**config.mk**
```make
export PLATFORM = sky130hd
export DESIGN_NAME = serial_adder
export DESIGN_NICKNAME = d
export VERILOG_FILES = /design/src/rtl/serial_adder.sv
export SDC_FILE = /design/constraint.sdc
export NUM_CORES = 1
export LEC_CHECK = 0
export ABC_AREA = 0
export BUFFER_PORTS_ARGS = -buffer_cell sky130_fd_sc_hd__buf_2
export CAP_MARGIN = 20
export CORE_MARGIN = 5
export CORE_UTILIZATION = 53
export DETAILED_ROUTE_END_ITERATION = 8
export GPL_TIMING_DRIVEN = 1
export HOLD_SLACK_MARGIN = 0.03
export MAX_ROUTING_LAYER = met4
export PLACE_DENSITY = 0.77
export SYNTH_ARGS = -nofsm -noshare
export SYNTH_HDL_FRONTEND = slang
export SYNTH_SLANG_ARGS = --single-unit
```
**constraint.sdc**
```tcl
create_clock -name clk -period 3 [get_ports clk]
set_input_delay 0.9 -clock clk [delete_from_list [all_inputs] [get_ports clk]]
set_output_delay 0.9 -clock clk [all_outputs]
set_load 0.01 [all_outputs]
```
**src/rtl/serial_adder.sv**
```systemverilog
// -----------------------------------------------------------------------------
// serial_adder
//
// Bit-serial unsigned adder. Two WIDTH-bit operands are captured on a start
// request and summed one bit per clock, LSB first, through a single full-adder
// cell and a carry flop. The completed sum and the per-bit carry vector are
// presented together with a one-cycle done pulse and held until the next
// completion.
//
// Ports:
//   clk    in   1        rising-edge clock
//   reset  in   1        synchronous active-high reset (priority over start)
//   start  in   1        request, sampled only in IDLE or DONE
//   x      in   WIDTH    operand A, captured on the accepting edge
//   y      in   WIDTH    operand B, captured on the accepting edge
//   busy   out  1        high while bits are being processed (RUN)
//   done   out  1        high for exactly one cycle when the result is loaded
//   soma   out  WIDTH+1  {final carry, sum bits}
//   carry  out  WIDTH    carry[i] = carry out of bit i
//
// Timing: accepting edge E0, bits processed at E1..E(WIDTH), done=1 in the
// cycle following E(WIDTH). With start held high in DONE the next operation
// is accepted immediately, giving one result every WIDTH+1 edges.
// -----------------------------------------------------------------------------
module serial_adder #(
    parameter int WIDTH = 5,
    parameter int CW    = $clog2(WIDTH + 1)
) (
    input  logic             clk,
    input  logic             reset,
    input  logic             start,
    input  logic [WIDTH-1:0] x,
    input  logic [WIDTH-1:0] y,
    output logic             busy,
    output logic             done,
    output logic [WIDTH:0]   soma,
    output logic [WIDTH-1:0] carry
);

    typedef enum logic [1:0] {
        ST_IDLE = 2'd0,
        ST_RUN  = 2'd1,
        ST_DONE = 2'd2
    } state_t;

    localparam logic [CW-1:0] LAST_BIT = CW'(WIDTH - 1);

    state_t           state;
    state_t           state_next;

    // Working registers of the serial datapath.
    logic [WIDTH-1:0] a_sr;      // operand A, shifted right each RUN cycle
    logic [WIDTH-1:0] b_sr;      // operand B, shifted right each RUN cycle
    logic [WIDTH-1:0] sum_sr;    // sum bits enter at the MSB
    logic [WIDTH-1:0] carry_sr;  // carry-out bits enter at the MSB
    logic             c;         // carry flop between successive bits
    logic [CW-1:0]    count;     // index of the bit processed at the next edge

    // Combinational helpers.
    logic             accept;    // operands are captured at this edge
    logic             finish;    // last bit is processed at this edge
    logic             s_bit;
    logic             cn_bit;
    logic [WIDTH-1:0] sum_shift;
    logic [WIDTH-1:0] carry_shift;

    // -------------------------------------------------------------------------
    // Full-adder cell and the shifted views of the result registers.
    // Shifting right then overwriting the MSB keeps this valid for WIDTH=1,
    // where a {bit, vec[WIDTH-1:1]} concatenation would be an illegal range.
    // -------------------------------------------------------------------------
    always_comb begin
        // NOTE: every signal written in an always_comb gets a default first so
        // no path through the block leaves it unassigned (which infers a latch).
        s_bit       = a_sr[0] ^ b_sr[0] ^ c;
        cn_bit      = (a_sr[0] & b_sr[0]) | (c & (a_sr[0] ^ b_sr[0]));

        sum_shift   = sum_sr >> 1;
        sum_shift[WIDTH-1] = s_bit;

        carry_shift = carry_sr >> 1;
        carry_shift[WIDTH-1] = cn_bit;
    end

    // -------------------------------------------------------------------------
    // FSM: state register.
    // -------------------------------------------------------------------------
    always_ff @(posedge clk) begin
        // NOTE: sequential state uses non-blocking assignments so every flop
        // samples the pre-edge values, independent of statement order.
        if (reset) begin
            state <= ST_IDLE;
        end else begin
            state <= state_next;
        end
    end

    // -------------------------------------------------------------------------
    // FSM: next-state logic and datapath strobes.
    // -------------------------------------------------------------------------
    always_comb begin
        state_next = state;
        accept     = 1'b0;
        finish     = 1'b0;

        unique case (state)
            ST_IDLE: begin
                if (start) begin
                    accept     = 1'b1;
                    state_next = ST_RUN;
                end
            end

            ST_RUN: begin
                // start is deliberately ignored here; nothing is queued.
                if (count == LAST_BIT) begin
                    finish     = 1'b1;
                    state_next = ST_DONE;
                end
            end

            ST_DONE: begin
                if (start) begin
                    accept     = 1'b1;
                    state_next = ST_RUN;
                end else begin
                    state_next = ST_IDLE;
                end
            end

            default: begin
                state_next = ST_IDLE;
            end
        endcase
    end

    // -------------------------------------------------------------------------
    // Datapath registers.
    // -------------------------------------------------------------------------
    always_ff @(posedge clk) begin
        if (reset) begin
            // NOTE: the shift registers are ordinary flops, not a memory, so
            // they are cleared here; a reset mid-operation must leave no trace
            // of the aborted result.
            a_sr     <= '0;
            b_sr     <= '0;
            sum_sr   <= '0;
            carry_sr <= '0;
            c        <= 1'b0;
            count    <= '0;
            soma     <= '0;
            carry    <= '0;
        end else begin
            if (accept) begin
                a_sr     <= x;
                b_sr     <= y;
                sum_sr   <= '0;
                carry_sr <= '0;
                c        <= 1'b0;
                count    <= '0;
            end else if (state == ST_RUN) begin
                a_sr     <= a_sr >> 1;
                b_sr     <= b_sr >> 1;
                sum_sr   <= sum_shift;
                carry_sr <= carry_shift;
                c        <= cn_bit;
                count    <= count + CW'(1);
            end

            // The published result changes only here, so it stays stable
            // through IDLE, RUN and DONE.
            if (finish) begin
                soma  <= {cn_bit, sum_shift};
                carry <= carry_shift;
            end
        end
    end

    // Status outputs decode the state register only; no input reaches them
    // without passing through a flop.
    assign busy = (state == ST_RUN);
    assign done = (state == ST_DONE);

endmodule

```
==> results.json, run 1 <==
{
  "status": "complete, no violations",
  "detail_route.wl_per_cell_microns": 12.50,
  "critical_path_class": "flip-flop to primary output",
  "hold_end": "soma[3]",
  "synth_flop_cell": "dfxtp_1",
  "grt_max_degree": 24,
  "cp_cell_sequence": "nand2b_1 -> buf_4 -> clkinv_4 -> buf_2",
  "slowest_delay_ns": 0.38,
  "met2_usage_pct": 26.85,
  "yosysUniqueCellTypes": 26,
  "yosysWarnings": 0,
  "numCtsBuffers": 5,
  "maxSlewHeadroom_pct": 67.45,
  "worstHoldStart": "soma[3]",
  "rsz0062_at_grt": "no",
  "grt_pass1_wl_microns": 4278,
  "p_total_uw": 773.5,
  "r2r-start": "state[0]",
  "r2r-end": "carry_sr[2]",
  "arrival_ns": 1.46,
  "cp_top_family": "buffers and inverters",
  "cts.reportedPaths.clkPinSlew_ns": 0.10,
  "cts_setup_buffers": 0,
  "period_share_pct": 78.59,
  "skew_ns": 0.007010,
  "portBuffers": 25,
  "die_height_microns": 60.07,
  "cts_hold_buffers": 0,
  "achievable-frequency_mhz": 424.2,
  "nNetsFinal": 192,
  "rrSetupSlack_ns": 1.52,
  "grt_busiest_layer": "met2",
  "hold_depth": 2,
  "layout_common_cells": "nand2_1, dfxtp_1, buf_2",
  "ant_nets": 0,
  "ios": 26,
  "worstHoldPathType": "flip-flop to flip-flop",
  "gp_congestion": 0.7329,
  "p_leak_uw": 0.0005778,
  "ys_ff_latch": 33,
  "ir_drop_mv": 0.4757,
  "dieArea_sq_mm": 0.003608,
  "vias": 1101,
  "coreArea_sq_mm": 0.002432,
  "regArea_sq_um": 660.6,
  "drive_gt1_share_pct": 20.34,
  "syn_area_sq_mm": 0.001329,
  "multi_input_area_sq_um": 564.3,
  "num_rows": 18,
  "syn_inst": 155,
  "syn_area_per_cell_sq_um": 8.573,
  "drt_drc_violations_left": 0,
  "period_minus_slack_ns": 2.358,
  "antenna_found_initial": 0,
  "initial_core_util_pct": 54.63,
  "async_reset_ff_share_pct": 0,
  "cap_violations": 0,
  "wirelength_microns": 2588,
  "layout_commonest_cell": "nand2_1",
  "syn-num-nets": 171,
  "first_iter_violations": 20,
  "cp_slowest_cell": "dfxtp_1",
  "ctsRootBufferMaster": "clkbuf_4",
  "fillCellCount": 243,
  "tightest_slew_ns": 0.4857,
  "r2r_cells": 3,
  "utilization_pct": 60.13,
  "vias_per_cell": 5.319,
  "grt-ovfl-total": 0,
  "critPathMaxFanout": 22,
  "track_usage_pct": 16.63,
  "use_met1_pct": 18.67,
  "grt_pass1_vias": 1008,
  "synth_edf_count": 0,
  "cts_tree": "yes",
  "antennaDiodeCount": 0,
  "die_w_microns": 60.07,
  "maxSlewViolCount": 0,
  "endpoint_kind": "primary output",
  "area_growth_pct": 10.08,
  "fin_setup_tns_ns": 0,
  "setup_viol": 0,
  "worstSkewPairLatency_ns": 0.33,
  "clock_path_buffers": 2,
  "cp_num_buf_inv": 3,
  "hold_viol_final": 0,
  "use_met3_pct": 5.832,
  "start_kind": "flip-flop",
  "cts.sinks": 33,
  "htree_levels": 2,
  "yosysSeqAreaShare_pct": 49.72,
  "power_density_mw_per_mm2": 528.9,
  "drt-pass1-iter-count": 4,
  "cp.required_ns": 2.10,
  "cts_resized": 0,
  "hpwl_microns": 1853
}
logic make-up (layout without fill, tap and decap cells):
group / Yosys count / in the layout / share of synthesized area (%)
AO/OA/AOI/OAI: 28 / 28 / 12.34
XOR/XNOR: 2 / 2 / 1.319
buffers and inverters: 15 / 37 / 7.815
adder cells (fa/ha/maj): 3 / 3 / 3.390
AND/OR/NAND/NOR: 72 / 72 / 23.92
multiplexers: 2 / 2 / 1.507
flip-flops: 33 / 33 / 49.72
layout make-up:
type                    instances  area share, %
flip-flops and latches         33          45.17
multi-input cells             107          38.58
repair buffers                 26          9.068
clock buffers                   6          2.823
well taps                      30          2.566
inverters                       3          1.112
clock inverters                 2         0.6843
power breakdown:
| group | internal, uW | total [uW] | switching [uW] |
|---|---|---|---|
| combinational | 30.6 | 77.8 | 47.3 |
| clock | 89.1 | 232 | 143 |
| sequential | 453 | 464 | 10.3 |
routing by layer:
layer	vias to the layer above	part of all wire, %
met4	0	1.5
met1	508	44
met5	-	0
met3	7	5.8
met2	25	48
li1	561	-
registers in the layout (all words and copies together), names as in the netlist:
name      flops
carry         4
count         3
soma          6
b_sr          5
sum_sr        4
state         2
carry_sr      4
a_sr          5
Yosys cell counts, drive strengths merged, types with 2 or more instances:
| library cell | n | area [sq um] |
|---|---|---|
| nand2 | 45 | 171.4 |
| dfxtp | 33 | 660.6 |
| a21oi | 20 | 100.1 |
| nor3 | 12 | 60.06 |
| buf | 9 | 76.32 |
| nor2 | 7 | 26.28 |
| o22ai | 5 | 31.28 |
| a311oi | 3 | 32.53 |
| clkbuf | 3 | 11.26 |
| nand2b | 3 | 18.77 |
| and2b | 2 | 15.01 |
| ha | 2 | 25.02 |
| inv | 2 | 7.510 |
| mux2i | 2 | 20.02 |
through the flow:
stage | hold WS (ns) | std cells | area [sq um] | setup WS (ns)
3_5_place_dp | 0.4456 | 199 | 1411 | 1.001
3_3_place_gp | 0.4388 | 199 | 1411 | 1.049
5_1_grt | 0.4687 | 207 | 1463 | 0.5227
2_1_floorplan | 0.4321 | 155 | 1329 | 1.312
4_1_cts | 0.4594 | 207 | 1463 | 0.6274
6_report | 0.4550 | 207 | 1463 | 0.6424
worst min-delay path, delay by kind of cell, from the launching register on:
| kind | cells | cell delay (ns) |
|---|---|---|
| AOI/OAI and AO/OA | 1 | 0.05 |
| DFF | 1 | 0.32 |
| and+or+nand+nor | 1 | 0.05 |
worst max path at each step:
| stage | start | to | slack, ns | cells after the start |
|---|---|---|---|---|
| floorplan | state[1] | busy | 1.31 | 4 |
| finish | state[1] | busy | 0.64 | 4 |
| global placement | start | sum_sr[4] | 1.05 | 4 |
| CTS | state[1] | busy | 0.63 | 4 |
| detailed placement | state[1] | busy | 1.00 | 4 |
| global route | state[1] | busy | 0.52 | 4 |
Power figures use the tool's default switching activity.
==> inputs of run 2 (changes only) <==
CORE_UTILIZATION = 48   (was 53)
PLACE_DENSITY = 0.74   (was 0.77)
clock period = 1.99 ns   (was 3 ns; I/O delays follow)
==> run 2 against run 1 <==
  * Sequential share of layout area is 0.61 points lower
  * Hold slack better by 0.0019 ns
  * Final area is 1.4% higher
  * Sequential power is 51% higher
  * Combinational power is 53% higher
  * Clock skew is 0.00073 ns lower
  * Critical endpoint unchanged
==> results.json, run 2 (synthesized netlist as in run 1, its figures left out) <==
{
  "start_kind": "flip-flop",
  "largestRegisters": "soma x6, a_sr x5, b_sr x5",
  "drive_gt1_share_pct": 20.79,
  "numCtsBuffers": 5,
  "cts_resized": 0,
  "cp_cell_sequence": "nand2b_1 -> clkinv_4 -> buf_2",
  "ant_nets": 0,
  "p_int_uw": 899.0,
  "drt-pass1-iter-count": 4,
  "endpoint_kind": "primary output",
  "setup_viol": 0,
  "cts_tree": "yes",
  "grt_pass1_wl_microns": 4692,
  "cap_violations": 0,
  "initial_core_util_pct": 49.03,
  "die_w_microns": 62.62,
  "die_height_microns": 62.62,
  "drt_drc_violations_left": 0,
  "grt_pass1_vias": 1071,
  "worstSkewPairLatency_ns": 0.33,
  "area_growth_pct": 11.58,
  "multi_input_area_sq_um": 564.3,
  "cts_setup_buffers": 0,
  "track_usage_pct": 15.34,
  "dpl.cell_count": 202,
  "fillCellCount": 284,
  "worstHoldPathType": "flip-flop to flip-flop",
  "power_density_mw_per_mm2": 805.2,
  "achievable-frequency_mhz": 537.2,
  "clock_path_buffers": 2,
  "ir_drop_mv": 0.5406,
  "placed_area_sq_mm": 0.001428,
  "critical_path_class": "flip-flop to primary output",
  "p_total_uw": 1194,
  "portBuffers": 25,
  "vias": 1079,
  "rsz0062_at_grt": "no",
  "comb_power_share_pct": 10.0,
  "cts.sinks": 33,
  "switchingPower_uw": 294.9,
  "htree_levels": 2,
  "cts_hold_buffers": 0,
  "vias_per_cell": 5.163,
  "regArea_sq_um": 660.6,
  "final_area_sq_mm": 0.001483,
  "layout_commonest_cell": "nand2_1",
  "wirelength_microns": 2570,
  "grt-ovfl-total": 0,
  "skew_ns": 0.006278,
  "cp.required_ns": 1.39,
  "ctsRootBufferMaster": "clkbuf_4",
  "cts.reportedPaths.clkPinSlew_ns": 0.09,
  "swShare_pct": 24.70,
  "hold_viol_final": 0,
  "hpwl_microns": 1854,
  "period_minus_slack_ns": 1.862,
  "gp_congestion": 0.7307,
  "nNetsFinal": 194,
  "maxSlewHeadroom_pct": 67.13,
  "antennaDiodeCount": 0,
  "first_iter_violations": 39,
  "layout_common_cells": "nand2_1, dfxtp_1, buf_2",
  "ios": 26,
  "maxSlewViolCount": 0,
  "num_rows": 19,
  "tightest_slew_ns": 0.4904,
  "stdcell_count": 209,
  "p_clk_share_pct": 31.5,
  "pwr-share-seq_pct": 58.5,
  "dieArea_sq_mm": 0.003921,
  "status": "complete, no violations",
  "largest_reg_flops": 6,
  "cp_slowest_cell": "dfxtp_1",
  "period_share_pct": 93.55,
  "fin_setup_tns_ns": 0,
  "top_register": "soma",
  "slowest_delay_ns": 0.37,
  "antenna_found_initial": 0,
  "p_leak_uw": 0.0005866,
  "coreArea_sq_mm": 0.002710,
  "detail_route.wl_per_cell_microns": 12.30,
  "grt_max_degree": 23,
  "arrival_ns": 1.26,
  "critPathMaxFanout": 22
}
==> run 2: worst paths after layout <==
kind         endpoint  depth (start not counted)  slack, ns     start
min           soma[3]                          2       0.46   soma[3]
max reg2reg   soma[1]                          5       0.60  count[0]
max              busy                          3       0.13  state[1]
min reg2reg   soma[3]                          2       0.46   soma[3]
==> run 2: cell type report <==
type                       count  area share, %
timing repair buffer          28          9.958
clock buffer                   7          3.713
sequential                    33          44.56
tap                           31          2.616
multi-input combinational    107          38.06
inverter                       3          1.097
==> run 2: stage by stage <==
step / worst slack [ns] / utilization, % / hold slack (ns)
after CTS: 0.1141 / 54.71 / 0.4619
after global placement: 0.5312 / 52.68 / 0.4409
after floorplan: 0.6052 / - / 0.4321
after detailed placement: 0.4880 / 52.68 / 0.4481
after global routing: 0.02221 / 54.71 / 0.4809
final: 0.1284 / 54.71 / 0.4569
==> run 2: layer usage <==
metal  up-vias  part of all wire, %  global-route usage, %
met5         -                    0                      -
met4         0                  1.7                  9.549
met3         5                  6.7                  4.496
met2        27                   48                  24.35
met1       489                   44                  16.72
li1        558                    -                      -
==> run 2: worst max-delay path: cells and delay by family, from the launching register on <==
family        cells  cell delay, ns
buf+inv           2            0.36
simple gates      1            0.20
flops             1            0.37
==> run 2: power groups by stage <==
stage / sequential [uW] / combinational [uW] / clock [uW]
final: 699 / 119 / 376
after global routing: 703 / 136 / 425
after floorplan: 711 / 102 / 0
after CTS: 699 / 120 / 387
after global placement: 713 / 116 / 0
after detailed placement: 714 / 120 / 0
==> inputs of run 3 (changes only) <==
PLACE_DENSITY = 0.81   (was 0.74)
==> run 3 against run 2 <==
  * Flip-flop and latch count is the same
  * Wire length is 7.8% higher
  * Power increased by 21%
  * Critical path depth is the same
  * Final area grew 3.7%
  * Clock skew rose by 0.0047 ns
  * Critical path type unchanged
  * Critical endpoint unchanged
  * Largest cell class unchanged
  * Largest power group unchanged
==> results.json, run 3 (synthesized netlist as in run 1, its figures left out) <==
{
  "achievable-frequency_mhz": 556.4,
  "nNetsFinal": 195,
  "grt_pass1_vias": 1024,
  "ctsRootBufferMaster": "clkbuf_4",
  "detail_route.wl_per_cell_microns": 13.13,
  "critPathMaxFanout": 11,
  "clock_path_buffers": 2,
  "portBuffers": 25,
  "endpoint_kind": "primary output",
  "area_growth_pct": 15.72,
  "arrival_ns": 1.20,
  "layout_common_cells": "nand2_1, dfxtp_1, buf_2",
  "maxSlewViolCount": 0,
  "period_minus_slack_ns": 1.797,
  "track_usage_pct": 14.98,
  "maxSlewHeadroom_pct": 69.06,
  "status": "complete, no violations",
  "worst_slack_ns": 0.1926,
  "ant_nets": 0,
  "grt_max_degree": 23,
  "ios": 26,
  "hold_viol_final": 0,
  "critical_path_class": "flip-flop to primary output",
  "skew_ns": 0.01098,
  "drive_gt1_share_pct": 22.78,
  "worstHoldPathType": "flip-flop to flip-flop",
  "p_total_uw": 1444,
  "dieArea_sq_mm": 0.003921,
  "initial_core_util_pct": 49.03,
  "largestRegisters": "soma x6, a_sr x5, b_sr x5",
  "p_leak_uw": 0.0006158,
  "fin_setup_tns_ns": 0,
  "hold_slack_ns": 0.4583,
  "largest_reg_flops": 6,
  "worstSkewPairLatency_ns": 0.35,
  "hpwl_microns": 1929,
  "rsz0062_at_grt": "no",
  "cts.sinks": 33,
  "cts_hold_buffers": 0,
  "coreArea_sq_mm": 0.002710,
  "dpl.cell_count": 202,
  "layout_commonest_cell": "nand2_1",
  "vias": 1136,
  "start_kind": "flip-flop",
  "setup_viol": 0,
  "die_w_microns": 62.62,
  "cts_tree": "yes",
  "grt-ovfl-total": 0,
  "tightest_slew_ns": 0.4617,
  "wirelength_microns": 2771,
  "grt_pass1_wl_microns": 4547,
  "gp_congestion": 0.7472,
  "first_iter_violations": 38,
  "cts.reportedPaths.clkPinSlew_ns": 0.10,
  "top_register": "soma",
  "drt_drc_violations_left": 0,
  "cap_violations": 0,
  "drt-pass1-iter-count": 4,
  "power_density_mw_per_mm2": 939.1,
  "numCtsBuffers": 5,
  "antenna_found_initial": 0,
  "cp.required_ns": 1.39,
  "period_share_pct": 90.32,
  "num_rows": 19,
  "htree_levels": 2,
  "vias_per_cell": 5.384,
  "antennaDiodeCount": 0,
  "pre_cts_ws_ns": 0.4696,
  "stdcell_count": 211,
  "die_height_microns": 62.62,
  "ir_drop_mv": 0.7436
}
-- run 3: changes by cell type in the layout (fill, tap and decap cells not counted) --
cell       previous run  this run
nand2b_1              3         2
nand2b_2              0         1
clkbuf_8              1         0
clkinv_2              0         2
bufinv_16             0         2
clkbuf_1              1         0
-- run 3: area by class of cell --
cell class	instances	area [sq um]
Clock buffer	5	37.54
Timing Repair Buffer	28	147.6
Sequential cell	33	660.6
Tap cell	31	38.79
Multi-Input combinational cell	107	566.8
Timing Repair inverter	1	5.005
Fill cell	279	1172
Clock inverter	3	65.06
Inverter	3	16.27
-- run 3: timing repair --
action / 4_1_cts / 5_1_grt
buffers inserted: 0 / 0
gates resized for setup: 0 / 1
setup endpoints to repair: 0 / 1
-- run 3: path summary, 6_finish.rpt --
kind,start,end,slack [ns],cells after the start
max,state[1],busy,0.19,3
max reg2reg,count[1],carry[1],0.61,5
min,carry_sr[1],carry_sr[1],0.46,2
min reg2reg,carry_sr[1],carry_sr[1],0.46,2
-- run 3: worst max-delay path: stages, from the launching register on --
cell and delay (ns):
dfxtp_1 0.38, nand2b_2 0.20, clkinv_4 0.12, buf_2 0.16
-- run 3: through the flow --
stage	cell area, sq um	util, %
after floorplan	1329	-
after global placement	1428	52.68
after detailed placement	1428	52.68
after CTS	1530	56.46
after global routing	1538	56.74
final	1538	56.74
-- run 3: power by group --
part	internal (uW)	total [uW]	switching [uW]
clock network	389	620	231
registers	683	700	16.4
logic	50.1	124	74.0
-- run 3: per-layer routing --
| layer | vias up | GRT usage (%) | routed length (microns) |
|---|---|---|---|
| met3 | 7 | 4.317 | 212 |
| met4 | 0 | 8.753 | 65 |
| met5 | - | - | 0 |
| met1 | 515 | 16.69 | 1155 |
| li1 | 564 | - | - |
| met2 | 50 | 23.70 | 1338 |
